File: src/rtl/turbo_encoder.sv
// Rate-1/3 turbo encoder: two RSC(1,5/7) encoders, RSC2 fed through a step interleaver.
// Optional soft output image enabled by macro TURBO_ENC_SOFT_EN.
module turbo_encoder #(
   parameter int INPUT_SIZE  = 5,
   parameter int EXTEND_SIZE = 7,
   parameter int BLOCK_SIZE  = 21,
`ifdef TURBO_ENC_SOFT_EN
   parameter logic [3:0] SOFT_POS = 4'h7,
   parameter logic [3:0] SOFT_NEG = 4'h9,
`endif
   parameter int ITL_STEP    = 3
) (
   input  logic                  clk_p_i,
   input  logic                  reset_i,
   input  logic                  in_valid_i,
   output logic                  in_ready_o,
   input  logic [INPUT_SIZE-1:0] in_data_i,
   output logic                  out_valid_o,
   input  logic                  out_ready_i,
`ifdef TURBO_ENC_SOFT_EN
   output logic [4*BLOCK_SIZE-1:0] data_o,
`else
   output logic [BLOCK_SIZE-1:0]   data_o,
`endif
   output logic                  busy_o
);

   typedef enum logic [1:0] {
      S_IDLE,
      S_ENC,
      S_OUT
   } state_t;

   state_t                 r_state;
   logic [EXTEND_SIZE-1:0] r_u;
   logic [2:0]             r_k;
   logic                   r_s1a;
   logic                   r_s2a;
   logic                   r_s1b;
   logic                   r_s2b;
   logic [EXTEND_SIZE-1:0] r_par1;
   logic [EXTEND_SIZE-1:0] r_par2;
   logic [BLOCK_SIZE-1:0]  r_word;
   logic                   r_in_ready;
   logic                   r_out_valid;
   logic                   r_busy;

   logic [2:0]             w_itl [8];
   logic [EXTEND_SIZE-1:0] w_sel1;
   logic [EXTEND_SIZE-1:0] w_sel2;
   logic                   w_x1;
   logic                   w_x2;
   logic                   w_a1;
   logic                   w_a2;
   logic                   w_p1;
   logic                   w_p2;
   logic [EXTEND_SIZE-1:0] w_par1_nxt;
   logic [EXTEND_SIZE-1:0] w_par2_nxt;
   logic                   w_in_hs;
   logic                   w_last;

   // Interleaver lookup: constant table, index 7 is never reached
   for (genvar g = 0; g < 8; g++) begin : g_itl
      if (g < EXTEND_SIZE) begin : g_on
         assign w_itl[g] = 3'((ITL_STEP * g) % EXTEND_SIZE);
      end else begin : g_off
         assign w_itl[g] = 3'd0;
      end
   end

   assign w_in_hs = in_valid_i & r_in_ready;
   assign w_last  = (r_k == 3'(EXTEND_SIZE - 1));

   // One trellis step of both RSC encoders for the current k
   always_comb begin
      w_sel1     = EXTEND_SIZE'(1) << r_k;
      w_sel2     = EXTEND_SIZE'(1) << w_itl[r_k];
      w_x1       = |(r_u & w_sel1);
      w_x2       = |(r_u & w_sel2);
      w_a1       = w_x1 ^ r_s1a ^ r_s2a;
      w_a2       = w_x2 ^ r_s1b ^ r_s2b;
      w_p1       = w_a1 ^ r_s2a;
      w_p2       = w_a2 ^ r_s2b;
      w_par1_nxt = r_par1;
      w_par2_nxt = r_par2;
      if (w_p1) w_par1_nxt = r_par1 | w_sel1;
      if (w_p2) w_par2_nxt = r_par2 | w_sel1;
   end

   // Block FSM with registered handshake, busy and output word
   always_ff @(posedge clk_p_i) begin
      if (reset_i) begin
         r_state     <= S_IDLE;
         r_u         <= '0;
         r_k         <= '0;
         r_s1a       <= 1'b0;
         r_s2a       <= 1'b0;
         r_s1b       <= 1'b0;
         r_s2b       <= 1'b0;
         r_par1      <= '0;
         r_par2      <= '0;
         r_word      <= '0;
         r_in_ready  <= 1'b1;
         r_out_valid <= 1'b0;
         r_busy      <= 1'b0;
      end else begin
         unique case (r_state)
            S_IDLE: begin
               if (w_in_hs) begin
                  r_u        <= {{(EXTEND_SIZE-INPUT_SIZE){1'b0}}, in_data_i};
                  r_k        <= '0;
                  r_s1a      <= 1'b0;
                  r_s2a      <= 1'b0;
                  r_s1b      <= 1'b0;
                  r_s2b      <= 1'b0;
                  r_par1     <= '0;
                  r_par2     <= '0;
                  r_in_ready <= 1'b0;
                  r_busy     <= 1'b1;
                  r_state    <= S_ENC;
               end
            end
            S_ENC: begin
               r_s2a  <= r_s1a;
               r_s1a  <= w_a1;
               r_s2b  <= r_s1b;
               r_s1b  <= w_a2;
               r_par1 <= w_par1_nxt;
               r_par2 <= w_par2_nxt;
               r_k    <= r_k + 3'd1;
               if (w_last) begin
                  r_word      <= {r_u, w_par1_nxt, w_par2_nxt};
                  r_out_valid <= 1'b1;
                  r_state     <= S_OUT;
               end
            end
            S_OUT: begin
               if (out_ready_i) begin
                  r_out_valid <= 1'b0;
                  r_in_ready  <= 1'b1;
                  r_busy      <= 1'b0;
                  r_state     <= S_IDLE;
               end
            end
            default: begin
               r_state    <= S_IDLE;
               r_in_ready <= 1'b1;
               r_busy     <= 1'b0;
            end
         endcase
      end
   end

   assign in_ready_o  = r_in_ready;
   assign out_valid_o = r_out_valid;
   assign busy_o      = r_busy;

`ifdef TURBO_ENC_SOFT_EN
   for (genvar i = 0; i < BLOCK_SIZE; i++) begin : g_soft
      assign data_o[4*i +: 4] = r_word[i] ? SOFT_POS : SOFT_NEG;
   end
`else
   assign data_o = r_word;
`endif

endmodule
File: config.mk
export PLATFORM = sky130hd
export DESIGN_NAME = turbo_encoder
export DESIGN_NICKNAME = d
export VERILOG_FILES = /design/src/rtl/turbo_encoder.sv
export SDC_FILE = /design/constraint.sdc
export NUM_CORES = 1
export LEC_CHECK = 0
export CORE_ASPECT_RATIO = 1.4
export CORE_MARGIN = 2
export CORE_UTILIZATION = 25
export DETAILED_ROUTE_END_ITERATION = 12
export PLACE_DENSITY_LB_ADDON = 0.15
export SETUP_SLACK_MARGIN = 0.3
export SYNTH_ARGS = -nofsm -noshare
export SYNTH_HDL_FRONTEND = slang
export SYNTH_SLANG_ARGS = --single-unit
File: constraint.sdc
create_clock -name clk_p_i -period 2.3 [get_ports clk_p_i]
set_input_delay 0.575 -clock clk_p_i [delete_from_list [all_inputs] [get_ports clk_p_i]]
set_output_delay 0.575 -clock clk_p_i [all_outputs]
set_load 0.05 [all_outputs]
==> key figures <==
Run status
  • Status: complete, no violations

Clock network
  • CTS tree: built
  • Clock Latency Late Sink: 0.29 ns
  • Clock Sink Count: 50
  • Max clock buf depth: 2
  • # H-tree levels: 2
  • Root Buffer: clkbuf_16
  • Hold_buf cts: 0
  • Reg clk slew, reported paths: 0.07 ns
  • CTS buffer count: 5

Floorplanning
  • Initial core utilization: 25.5%
  • CORE AREA: 8510 um^2
  • Die Span X: 82.7 um
  • FP Rows: 40
  • Die Y: 114 um
  • Die ar.: 9450 um^2
  • I/O pin total: 33

Timing
  • Clock Skews: 0.00516 ns
  • Fin crit share: 83.4%
  • Fmax: 0.521 GHz
  • Max Slew Vio Count: 0
  • # setup viols final: 0
  • Worst hold slack: 0.452 ns
  • Slew @ Worst Pin: 0.562 ns
  • Tmin final: 1.92 ns
  • RSZ-0062 raised after global routing: yes
  • Endpoints failing hold: 0
  • Fin Setup TNS: 0 ns
  • Slew HR: 62.5%

Routing
  • DRT Pass-1 Iters: 4
  • DRT Wirelength: 5.60 mm
  • Routed vias: 1893
  • DRT antenna net count: 0
  • Drt via density: 4.73
  • Wirelength per Cell: 14.0 um
  • First DRT Iteration DRCs: 56
  • Drt drc: 0

Worst hold path
  • HP Start: r_par1[0]$_SDFFE_PP0P_
  • Endpoint, Worst Hold: r_par1[0]$_SDFFE_PP0P_
  • Hold WC Path Type: reg -> reg
  • Hold depth: 2

Synth
  • Synth warn: 0
  • Ys flop type: dfxtp_1
  • FFs w/ async S/R, synth: 0%
  • Mapped Cells: 258
  • Ranking of synthesized cells by area: dfxtp_1, nand2_1, a21oi_1, ha_1, nor2_1
  • Unique masters post-synth: 48
  • Area leader, netlist: dfxtp_1
  • Yosys reg bits: 50
  • Post-synth top area share: 46.1%
  • Syn Area/Cell: 8.41 um^2
  • Post-Syn Area: 2170 um^2
  • Sequential area share after synthesis: 46.1%
  • Post-synth EDFFs: 0

Setup path
  • FF-to-FF setup slack: 0.38 ns
  • CP Depth: 9
  • Crit path cell chain: inv_4 -> ha_4 -> nand2b_4 -> o21ai_2 -> mux2i_2 -> a2bb2oi_4 -> xor2_2 -> buf_4 -> o41ai_2
  • CP Launch Type: flip-flop
  • CP required: 2.50 ns
  • Delay-heaviest family, CP: compound AO/OA/AOI/OAI gates
  • Crit Path Max Fanout: 7
  • Worst path buffer plus inverter count: 2
  • Critical R2R Capture: r_par2[0]$_SDFFE_PP0P_
  • Critical R2R Launch: r_k[0]$_SDFFE_PP0P_
  • Slowest CP cell: dfxtp_4
  • CP Data Arrival Time: 2.12 ns
  • Worst R2R Path Depth: 9
  • CP Capture Type: flip-flop
  • Crit path kind: reg -> reg
  • Critical Path Max Stage Delay: 0.38 ns

Power
  • PD cells: 719 nW/um^2
  • VDD IR max: 454 uV
  • LEAKAGE: 1.17 nW

Finish
  • Most frequent cells in the layout: nand2_1, dfxtp_1, a21oi_1
  • Most common cell after layout, fill and taps aside: nand2_1
  • Antenna fix cells: 0
  • Core Util, Final: 34.5%
  • Area Overhead vs Synth: 35.1%
  • Fillers: 911
  • Final Non-Filler Cells: 400
  • Share of layout cells above drive strength 1: 18.3%
  • Final nets: 310

Global routing
  • Pin count of the biggest net entering global routing: 48
  • GRT Total Usage: 13.2%
  • Initial antenna violation count: 0
  • Grt total ovfl: 0
  • First-pass GRT wire length: 9.36 mm
  • Number of global-route vias before repair: 1823

Run
  • Max Cap Violations: 0

Placed design
  • DP Cell Count: 391
  • Detailed Place HPWL: 3.94 mm
  • Port buffer count: 30
  • Placer Congestion: 0.792
==> timing repair <==
action / CTS / global route
setup buffers: 0 / 1
endpoints found under the setup margin: 46 / 17
cloned: 0 / 0
pin swaps: 2 / 4
gates resized for setup: 37 / 14
==> layout make-up <==
cell class                 count  area, um^2  area share, %
multi-input combinational    185        1150           39.4
clock buffer                   6         139           4.74
sequential                    50        1010           34.4
timing repair buffer          48         420           14.3
inverter                       4        17.5          0.598
tap                          105         131           4.48
clock inverter                 2        60.1           2.05
==> worst max-delay path by stage <==
stage / to / slack, ns / start
finish: r_par2[0]$_SDFFE_PP0P_ / 0.38 / r_k[0]$_SDFFE_PP0P_
CTS: r_par2[0]$_SDFFE_PP0P_ / 0.31 / r_k[0]$_SDFFE_PP0P_
global placement: r_s1b$_SDFFE_PP0P_ / -0.02 / in_valid_i
global route: r_par2[1]$_SDFFE_PP0P_ / 0.29 / r_k[0]$_SDFFE_PP0P_
floorplan: r_s1a$_SDFFE_PP0P_ / 0.32 / r_k[0]$_SDFFE_PP0P_
detailed placement: r_s1b$_SDFFE_PP0P_ / -0.007 / in_valid_i
==> where the power goes <==
part	leakage, nW	internal (mW)	switching (mW)
clock	0.0971	0.653	0.335
sequential	0.406	0.881	0.0221
combinational	0.663	0.0845	0.132
==> metal layers <==
metal / track usage, % / share of wire, % / vias to the layer above
met3: 3.00 / 2.9 / 12
li1: - / - / 961
met2: 21.5 / 49 / 31
met1: 15.8 / 44 / 889
met5: 0 / 0 / -
met4: 6.89 / 3.8 / 0
==> synth_stat cells (all sizes together), types with 2 or more instances <==
cell type,n
nand2b,3
buf,9
o21bai,3
nand3,6
xor2,3
dfxtp,50
nor2,16
xnor2,2
a21oi,28
inv,4
clkbuf,11
a211oi,2
o41ai,5
o21ai,10
ha,7
or3,2
mux2i,3
nor3,7
nand2,64
nor4,2
a311oi,2
a32oi,2
==> cell families after synthesis <==
| kind of cell | synth area share, % |
|---|---|
| simple gates | 20.6 |
| compound gates | 19.7 |
| flops | 46.1 |
| buf+inv | 5.54 |
| fa+ha+maj | 4.04 |
| xor+xnor | 2.36 |
| mux | 1.38 |
| other cells | 0.173 |
==> registers in the layout, indices dropped and copies added (netlist names), 2 cells and up <==
signal	count
r_par1	7
r_state	2
r_k	3
r_u	5
r_par2	7
data_o	19
==> worst min-delay path, cell delays in order, from the launching register on <==
cell and delay (ns):
dfxtp_1 0.31, nand2_1 0.05, o21ai_1 0.05
==> metrics by stage <==
stage	cell area (um^2)	total power, mW	setup slack, ns
after floorplan	2180	1.04	0.323
after global placement	2640	1.13	-0.0166
after detailed placement	2640	1.13	-0.00671
after CTS	2860	2.13	0.313
final	2930	2.11	0.382
after global routing	2930	2.20	0.287
Power figures use the tool's default switching activity.
